File: config.mk
export PLATFORM = sky130hd
export DESIGN_NAME = led_sequencer_flat
export DESIGN_NICKNAME = d
export VERILOG_FILES = /design/src/rtl/led_seq_pkg.sv /design/src/rtl/led_sequencer_if.sv /design/src/rtl/led_sequencer_key_debouncer.sv /design/src/rtl/led_sequencer.sv /design/src/flat_wrapper.sv
export SDC_FILE = /design/constraint.sdc
export NUM_CORES = 1
export LEC_CHECK = 0
export BUFFER_PORTS_ARGS = -buffer_cell sky130_fd_sc_hd__buf_4
export CAP_MARGIN = 20
export CORE_UTILIZATION = 54
export DETAILED_ROUTE_END_ITERATION = 10
export PLACE_DENSITY_LB_ADDON = 0.25
export SYNTH_ARGS = -nofsm -noshare
export SYNTH_HDL_FRONTEND = slang
export SYNTH_HIERARCHICAL = 1
export SYNTH_SLANG_ARGS = --single-unit
export TNS_END_PERCENT = 1
File: constraint.sdc
create_clock -name clk -period 2.8 [get_ports clk]
set_clock_uncertainty 0.2 [all_clocks]
set_input_delay 0.28 -clock clk [delete_from_list [all_inputs] [get_ports clk]]
set_output_delay 0.28 -clock clk [all_outputs]
set_load 0.05 [all_outputs]
File: src/rtl/led_seq_pkg.sv
// Shared types, constants and the divider terminal helper for the LED sequencer.
package led_seq_pkg;

  localparam int unsigned LED_W  = 10;
  localparam int unsigned WRAP_W = 8;
  localparam int unsigned DIV_W  = 32;

  typedef enum logic [1:0] {
    IDLE  = 2'd0,
    RUN   = 2'd1,
    PAUSE = 2'd2,
    CLEAR = 2'd3
  } seq_state_t;

  localparam logic [LED_W-1:0]  LED_ALL_ON = 10'b1111111111;
  localparam logic [WRAP_W-1:0] WRAP_MAX   = 8'd255;

  // Last divider count before a step; speed_sel halves the period per increment.
  function automatic logic [DIV_W-1:0] step_terminal(input logic [DIV_W-1:0] ticks,
                                                      input logic [1:0]       sel);
    return (ticks >> sel) - DIV_W'(1);
  endfunction

endpackage

File: src/rtl/led_sequencer_if.sv
// Link between the sequencer (master) and led_handler (slave).
interface led_sequencer_if;
  import led_seq_pkg::*;

  logic             step_en;
  logic             handler_reset_n;
  logic [LED_W-1:0] led_state;

  modport master (output step_en, output handler_reset_n, input  led_state);
  modport slave  (input  step_en, input  handler_reset_n, output led_state);
endinterface

File: src/rtl/led_sequencer_key_debouncer.sv
// Raw key -> 2-flop synchronizer -> optional stability filter -> one-cycle press pulse.
// The stability filter is compiled in only when LED_SEQ_DEBOUNCE_EN is defined.
module key_debouncer #(
  parameter int unsigned DEBOUNCE_CYCLES = 1_000_000
) (
  input  logic clk,
  input  logic reset,
  input  logic key_n,
  output logic press
);

  logic [1:0] sync_q, sync_d;
  logic       hist_q, hist_d;
  logic       press_q, press_d;
  logic       level_c;

`ifdef LED_SEQ_DEBOUNCE_EN
  localparam int unsigned CNT_W = 32;

  logic [CNT_W-1:0] cnt_q, cnt_d;
  logic             db_q, db_d;

  // Accept the synchronized level only after it differs for DEBOUNCE_CYCLES straight cycles.
  always_comb begin
    cnt_d = '0;
    db_d  = db_q;
    if (sync_q[1] != db_q) begin
      if (cnt_q >= CNT_W'(DEBOUNCE_CYCLES - 1)) begin
        db_d = sync_q[1];
      end else begin
        cnt_d = cnt_q + CNT_W'(1);
      end
    end
  end

  always_ff @(posedge clk) begin
    if (reset) begin
      cnt_q <= '0;
      db_q  <= 1'b1;
    end else begin
      cnt_q <= cnt_d;
      db_q  <= db_d;
    end
  end

  assign level_c = db_q;
`else
  assign level_c = sync_q[1];
`endif

  always_comb begin
    sync_d  = {sync_q[0], key_n};
    hist_d  = level_c;
    press_d = hist_q & ~level_c;
  end

  always_ff @(posedge clk) begin
    if (reset) begin
      sync_q  <= 2'b11;
      hist_q  <= 1'b1;
      press_q <= 1'b0;
    end else begin
      sync_q  <= sync_d;
      hist_q  <= hist_d;
      press_q <= press_d;
    end
  end

  assign press = press_q;

endmodule

File: src/rtl/led_sequencer.sv
// Run/pause/clear control and paced step generation for led_handler.
// Optional key debouncing is selected by the LED_SEQ_DEBOUNCE_EN macro.
module led_sequencer
  import led_seq_pkg::*;
#(
  parameter int unsigned TICKS_PER_STEP  = 50_000_000,
  parameter int unsigned DEBOUNCE_CYCLES = 1_000_000
) (
  input  logic              clk,
  input  logic              reset,
  input  logic              key_run_n,
  input  logic              key_clear_n,
  input  logic [1:0]        speed_sel,
  led_sequencer_if.master   hif,
  output logic              running,
  output logic [WRAP_W-1:0] wrap_count
);

  logic run_press;
  logic clear_press;

  key_debouncer #(.DEBOUNCE_CYCLES(DEBOUNCE_CYCLES)) u_run_key (
    .clk   (clk),
    .reset (reset),
    .key_n (key_run_n),
    .press (run_press)
  );

  key_debouncer #(.DEBOUNCE_CYCLES(DEBOUNCE_CYCLES)) u_clear_key (
    .clk   (clk),
    .reset (reset),
    .key_n (key_clear_n),
    .press (clear_press)
  );

  seq_state_t        state_q, state_d;
  logic [DIV_W-1:0]  div_q, div_d;
  logic [WRAP_W-1:0] wrap_q, wrap_d;
  logic              step_en_q, step_en_d;
  logic              running_q, running_d;
  logic              hrst_n_q, hrst_n_d;
  logic [DIV_W-1:0]  terminal_c;

  assign terminal_c = step_terminal(DIV_W'(TICKS_PER_STEP), speed_sel);

  always_ff @(posedge clk) begin
    if (reset) begin
      state_q   <= IDLE;
      div_q     <= '0;
      wrap_q    <= '0;
      step_en_q <= 1'b0;
      running_q <= 1'b0;
      hrst_n_q  <= 1'b0;
    end else begin
      state_q   <= state_d;
      div_q     <= div_d;
      wrap_q    <= wrap_d;
      step_en_q <= step_en_d;
      running_q <= running_d;
      hrst_n_q  <= hrst_n_d;
    end
  end

  always_comb begin
    state_d   = state_q;
    div_d     = div_q;
    wrap_d    = wrap_q;
    step_en_d = 1'b0;

    // A step taken from the all-on pattern completes one pattern cycle.
    if (step_en_q && (hif.led_state == LED_ALL_ON) && (wrap_q != WRAP_MAX)) begin
      wrap_d = wrap_q + WRAP_W'(1);
    end

    case (state_q)
      IDLE: begin
        if (run_press) state_d = RUN;
      end
      RUN: begin
        if (run_press) begin
          state_d = PAUSE;
        end else if (div_q >= terminal_c) begin
          step_en_d = 1'b1;
          div_d     = '0;
        end else begin
          div_d = div_q + DIV_W'(1);
        end
      end
      PAUSE: begin
        if (run_press) state_d = RUN;
      end
      CLEAR: begin
        state_d = IDLE;
        div_d   = '0;
        wrap_d  = '0;
      end
      default: state_d = IDLE;
    endcase

    // Clear overrides everything, including a simultaneous run press.
    if (clear_press) begin
      state_d   = CLEAR;
      div_d     = '0;
      wrap_d    = '0;
      step_en_d = 1'b0;
    end

    running_d = (state_d == RUN);
    hrst_n_d  = (state_d == RUN) || (state_d == PAUSE);
  end

  assign hif.step_en         = step_en_q;
  assign hif.handler_reset_n = hrst_n_q;
  assign running             = running_q;
  assign wrap_count          = wrap_q;

endmodule

File: src/flat_wrapper.sv
// flat-port wrapper written by rule: the top's interface ports become plain ports
module led_sequencer_flat import led_seq_pkg::*;
#(
  parameter int unsigned TICKS_PER_STEP  = 50_000_000,
  parameter int unsigned DEBOUNCE_CYCLES = 1_000_000
)
  (clk, reset, key_run_n, key_clear_n, speed_sel, running, wrap_count, hif_step_en, hif_handler_reset_n, hif_led_state);
  led_sequencer_if hif_i ();
  input  logic clk;
  input  logic reset;
  input  logic key_run_n;
  input  logic key_clear_n;
  input  logic [1:0] speed_sel;
  output logic running;
  output logic [WRAP_W-1:0] wrap_count;
  output wire logic [$bits(hif_i.step_en)-1:0] hif_step_en;
  output wire logic [$bits(hif_i.handler_reset_n)-1:0] hif_handler_reset_n;
  input wire logic [$bits(hif_i.led_state)-1:0] hif_led_state;
  assign hif_step_en = hif_i.step_en;
  assign hif_handler_reset_n = hif_i.handler_reset_n;
  assign hif_i.led_state = hif_led_state;
  led_sequencer #(.TICKS_PER_STEP(TICKS_PER_STEP), .DEBOUNCE_CYCLES(DEBOUNCE_CYCLES)) u_core (.clk(clk), .reset(reset), .key_run_n(key_run_n), .key_clear_n(key_clear_n), .speed_sel(speed_sel), .hif(hif_i), .running(running), .wrap_count(wrap_count));
endmodule
-- Word-level counts from Yosys, hierarchy flattened
Cells that the tools add are included.
- $add $sub $neg: 3
- $lt $le $gt $ge: 1
- equal/unequal tests: 8
- shift-type cells: 1
- multiplexer cells: 8
- bitwise operators: 5
- reductions and logical operators: 10
- operators with widths (operator ; number):
    $mux 32 ; 2
    $pmux 32 s2 ; 1
    $add 32x1->32 const B ; 1
    $ge 32x32->1 ; 1
    $shr 26x2->32 const A ; 1
    $sub 32x1->32 const B ; 1
    $eq 10x10->1 const B ; 1
    $add 8x1->8 const B ; 1
    $ne 8x8->1 const B ; 1
    $eq 2x2->1 const B ; 3
    $mux 2 ; 3
    $pmux 2 s3 ; 1
    $eq 2x1->1 const B ; 2
    $reduce_or 2->1 ; 2
    $reduce_or 4->1 ; 1
    $not 1->1 ; 3
    $reduce_or 3->1 ; 1
    $and 1x1->1 ; 2
    $logic_and 1x1->1 ; 2
    $logic_not 2->1 ; 1
    $ne 2x2->1 const B ; 1
    $reduce_and 2->1 ; 1
    $reduce_bool 2->1 ; 1
    $logic_or 1x1->1 ; 1
    $mux 1 ; 1
- flip-flop bits (word level): 53
- input bits: 16
- output and inout port bits: 11
- logic and storage cells: 48

-- Longest topological paths before layout
- word-level depth: 6
- mapped depth: 13
- depth with buffers taken out: 11

-- Modules after synthesis
The synthesis kept the hierarchy.
- modules (own cells, without submodules) (module ; times used ; cells an instance ; area each (um2) ; sequential area each (um2)):
    led_sequencer ; 1 ; 386 ; 2962.8 ; 900.9
    key_debouncer ; 2 ; 8 ; 106.4 ; 80.1

-- Least setup slack after synthesis
No wires, ideal clock.
- kind: input-to-reg
- start point: input port speed_sel[1]
- end point: register u_core.div_q[23]
- setup time: 122 ps
- arrival: 2503 ps
- required time: 2478 ps
- setup slack: -25 ps
- cell stages on the path: 13
- buffers on the path: 2
- path through: nor2_1 > inv_1 > ha_1 > ha_1 > nand2_1 > o22ai_1 > a211o_1 > a221oi_1 > or4_4 > buf_6 > buf_6 > a32oi_1 > o21ai_1
- cells in the longest elaborated chain, start to end: 6
- ends and longest elaborated chain (element ; line ; text):
    from (decl) ; flat_wrapper.sv:13 ; input logic [1:0] speed_sel;
    $shr 26x2->32 ; led_seq_pkg.sv:21 ; return (ticks >> sel) - DIV_W'(1);
    $sub 32x1->32 ; led_seq_pkg.sv:21 ;
    $ge 32x32->1 ; led_sequencer.sv:82 ; end else if (div_q >= terminal_c) begin
    $mux 32 ; led_sequencer.sv:82 ;
    $mux 32 ; led_sequencer.sv:80 ; if (run_press) begin
    $pmux 32 s2 ; led_sequencer.sv:75 ; case (state_q)
    to (signal assigned) ; led_sequencer.sv:56 ; div_q <= div_d;
    to (decl) ; led_sequencer.sv:37 ; logic [DIV_W-1:0] div_q, div_d;
Every way passes these cells. The select of a mux whose other input is x is not followed.
A chain may end at the register's enable or synchronous reset.

-- Worst setup path in the final report
- start point: register u_core.div_q[31]
- end point: register u_core.div_q[22]
- cells in the longest elaborated chain, start to end: 4
- ends and longest elaborated chain (element ; line):
    $ge 32x32->1 ; led_sequencer.sv:82
    $mux 32 ; led_sequencer.sv:82
    $mux 32 ; led_sequencer.sv:80
    $pmux 32 s2 ; led_sequencer.sv:75
Every way passes these cells. The select of a mux whose other input is x is not followed.

==> results.tsv <==
metric	value	unit
status	complete, no violations	
# fillers	503	
FF-to-FF setup slack	60	ps
vias in the first global route	2973	
FF-to-FF Start	u_core/div_q[31]$_SDFFE_PP0P_	
adder-cell share of the synthesized area	0.114	
post-route insts no fill	540	
Worst Reg-to-Reg Cells	7	
Synth Flop Type	dfxtp_1	
Max clock buf depth	2	
DRC violations left	0	
Synth Instances	402	
Remaining Overflow, GRT	0	
PwrDens	345	nW/µm²
Async S/R FF share, synth	0	
worst path required time	2790	ps
Rel. slew slack	0.427	
Worst Hold Class	in2reg	
reg2reg end	u_core/div_q[22]$_SDFFE_PP0P_	
most common cell after layout, fill and taps aside	buf_4	
Cell Area, Synth	3180	µm²
worst slack at placement	-350	ps
unrepaired setup endpoints after global routing	true	
post-synthesis sequential area ratio	0.334	
DR pass1 iterations	5	
H-tree Lvls	2	
Clock Sinks	53	
startpoint types	flop	
hpwl dp	5740	µm
Starting DRT DRC Count	183	
hold path startpoint	reset	
Static Leak	0.00156	µW
Tot GR Track Use	0.268	
Synth Area per Inst	7.90	µm²
Via density	5.92	
Worst Tran Pin Value	859	ps
Worst-Skew Late Latency	310	ps
mux contribution to synthesized area	0.00315	
Die Span X	78.7	µm
Top-Level Pins	27	
GP Congestion	0.831	
clock root cell	clkbuf_8	
# setup viols final	0	
# rows	27	
Fin Hold WS	10.8	ps
CORE AREA	5570	µm²
final hold viol count	0	
Starting Density	0.570	
Synth Area in XOR/XNOR	0.0496	
first-pass GRT wire length	13100	µm
Slew Limit Fails	0	
simple-gate share of the synthesized area	0.296	
full die area	6190	µm²
number of flops mapped to enable cells by yosys	0	
biggest area consumer among synthesized cells	dfxtp_1	
final core utilization	0.695	
crit-path max FO	15	
Synth Area in Compound Gates	0.158	
number of diodes	0	
top cells by area, synth	dfxtp_1 (33%), ha_1 (11%), nand2_1 (5.4%), nand3_1 (5.2%), a31oi_1 (4.7%)	
f_max	364	MHz
maximum VDD drop	0.252	mV
CTS tree	built	
main combinational cell family by area after synthesis	simple AND/OR/NAND/NOR gates	
CTS Buf Count	5	
synthesis warning total	6	
antenna violations before repair	0	
routed len/inst	14.9	µm
Crit. Startpoint	u_core/div_q[31]$_SDFFE_PP0P_	
fin nets	512	
Cells after DPL	529	
remaining antenna violation count	0	
Vias	3198	
largest net degree at the start of global routing	30	
CP endpoint kind	flop	
#FFs+latches synth	53	
Max Cap Viol	0	
Final WS setup	56.5	ps
Yosys cell types	43	
kind of critical path	reg2reg	
Yosys top cell area share	0.334	
IO Port Bufs	26	
Arr. time, crit path	2740	ps
drt total wl	8070	µm
period utilisation layout	0.980	
Min Clock Period, post-route	2740	ps
Syn-to-layout area delta	22.0	%
commonest cells after routing, fill and taps aside	buf_4 (67), dfxtp_1 (53), nand2_1 (46)	
CTS clk-pin slew, worst paths	100	ps
crit path to	u_core/div_q[22]$_SDFFE_PP0P_	
layout cells sized above 1	0.186	
Die Y	78.7	µm
[area by class of cell]
class / instances / area, µm² / share of cell area
Clock buffer: 6 / 72.6 / 0.0187
Clock inverter: 2 / 15.0 / 0.00388
Inverter: 13 / 48.8 / 0.0126
Sequential cell: 53 / 1060 / 0.274
Multi-Input combinational cell: 325 / 2060 / 0.533
Timing Repair Buffer: 69 / 523 / 0.135
Tap cell: 72 / 90.1 / 0.0233
[critical path, cell delays in order, from the launching register on]
cell and delay (ps):
dfxtp_1 350, ha_1 310, nand4_1 140, or4_4 600
or4_4 560, buf_4 210, a21oi_1 160, a21oi_1 90
[how the worst min path moves through the flow]
stage / endpoint / slack [ps] / cells after the start
after floorplan: u_core/hif.handler_reset_n$_SDFF_PP0_ / 150 / 1
after detailed placement: u_core/u_clear_key/sync_q[1]$_SDFF_PP1_ / 190 / 1
after CTS: u_core/running$_SDFF_PP0_ / 20 / 2
after global routing: u_core/hif.handler_reset_n$_SDFF_PP0_ / 10 / 2
after global placement: u_core/u_run_key/sync_q[1]$_SDFF_PP1_ / 190 / 1
final: u_core/running$_SDFF_PP0_ / 10 / 2
[cells in the mapped netlist (all sizes together), types with 2 or more instances]
master / count
a211o: 2
a211oi: 2
a21o: 2
a21oi: 16
a31oi: 24
a32oi: 3
and2: 5
and3: 6
and4: 5
buf: 6
clkbuf: 12
conb: 2
dfxtp: 53
ha: 29
inv: 13
nand2: 46
nand2b: 3
nand3: 33
nand4: 12
nor2: 31
nor2b: 3
nor3: 14
nor3b: 4
nor4: 10
o211ai: 4
o21ai: 22
o22ai: 2
or2: 8
or3: 2
or4: 3
xnor2: 9
xor2: 9
[per-layer routing]
metal  global-route usage  part of all wire  vias up
li1                     -                 -     1588
met1                0.312              0.43     1494
met4                0.109             0.021        0
met5                    0                 0        -
met3               0.0360             0.051       16
met2                0.488              0.50      100
[report_power, final]
group | total, µW | internal, µW | switching [µW]
registers | 767 | 762 | 4.83
logic | 133 | 56.8 | 75.8
clock network | 437 | 177 | 260
[cells by family (layout without fill, tap and decap cells)]
kind of cell / count (synthesis) / in the layout
and+or+nand+nor: 186 / 187
xor gates and xnor gates: 18 / 18
adders and majority gates: 29 / 29
buffers and inverters: 31 / 90
AOI/OAI and AO/OA: 82 / 82
other: 2 / 8
muxes: 1 / 1
DFF: 53 / 53
[repair_timing]
action,CTS,global route
resized for setup,1,7
endpoints found under the setup margin,17,25
hold buffers,2,0
buffers inserted,0,0
pin swaps,0,1
gates cloned,0,1
endpoints found under the hold margin,2,0
[flip-flops by register name, indices dropped and copies added, names as in the netlist, 2 cells and up]
| signal | flops |
|---|---|
| u_core/wrap_count | 8 |
| u_core/div_q | 32 |
| u_core/u_clear_key/sync_q | 2 |
| u_core/u_run_key/sync_q | 2 |
| u_core/state_q | 2 |
[metrics by stage]
stage          TNS, ps  power (µW)  area, µm²
2_1_floorplan        0         855       3200
3_3_place_gp     -6840         905       3710
3_5_place_dp     -8010         910       3710
4_1_cts          -13.9        1350       3820
5_1_grt          -36.9        1390       3870
6_report             0        1340       3870
No activity file was read; power rests on OpenSTA's default activity.
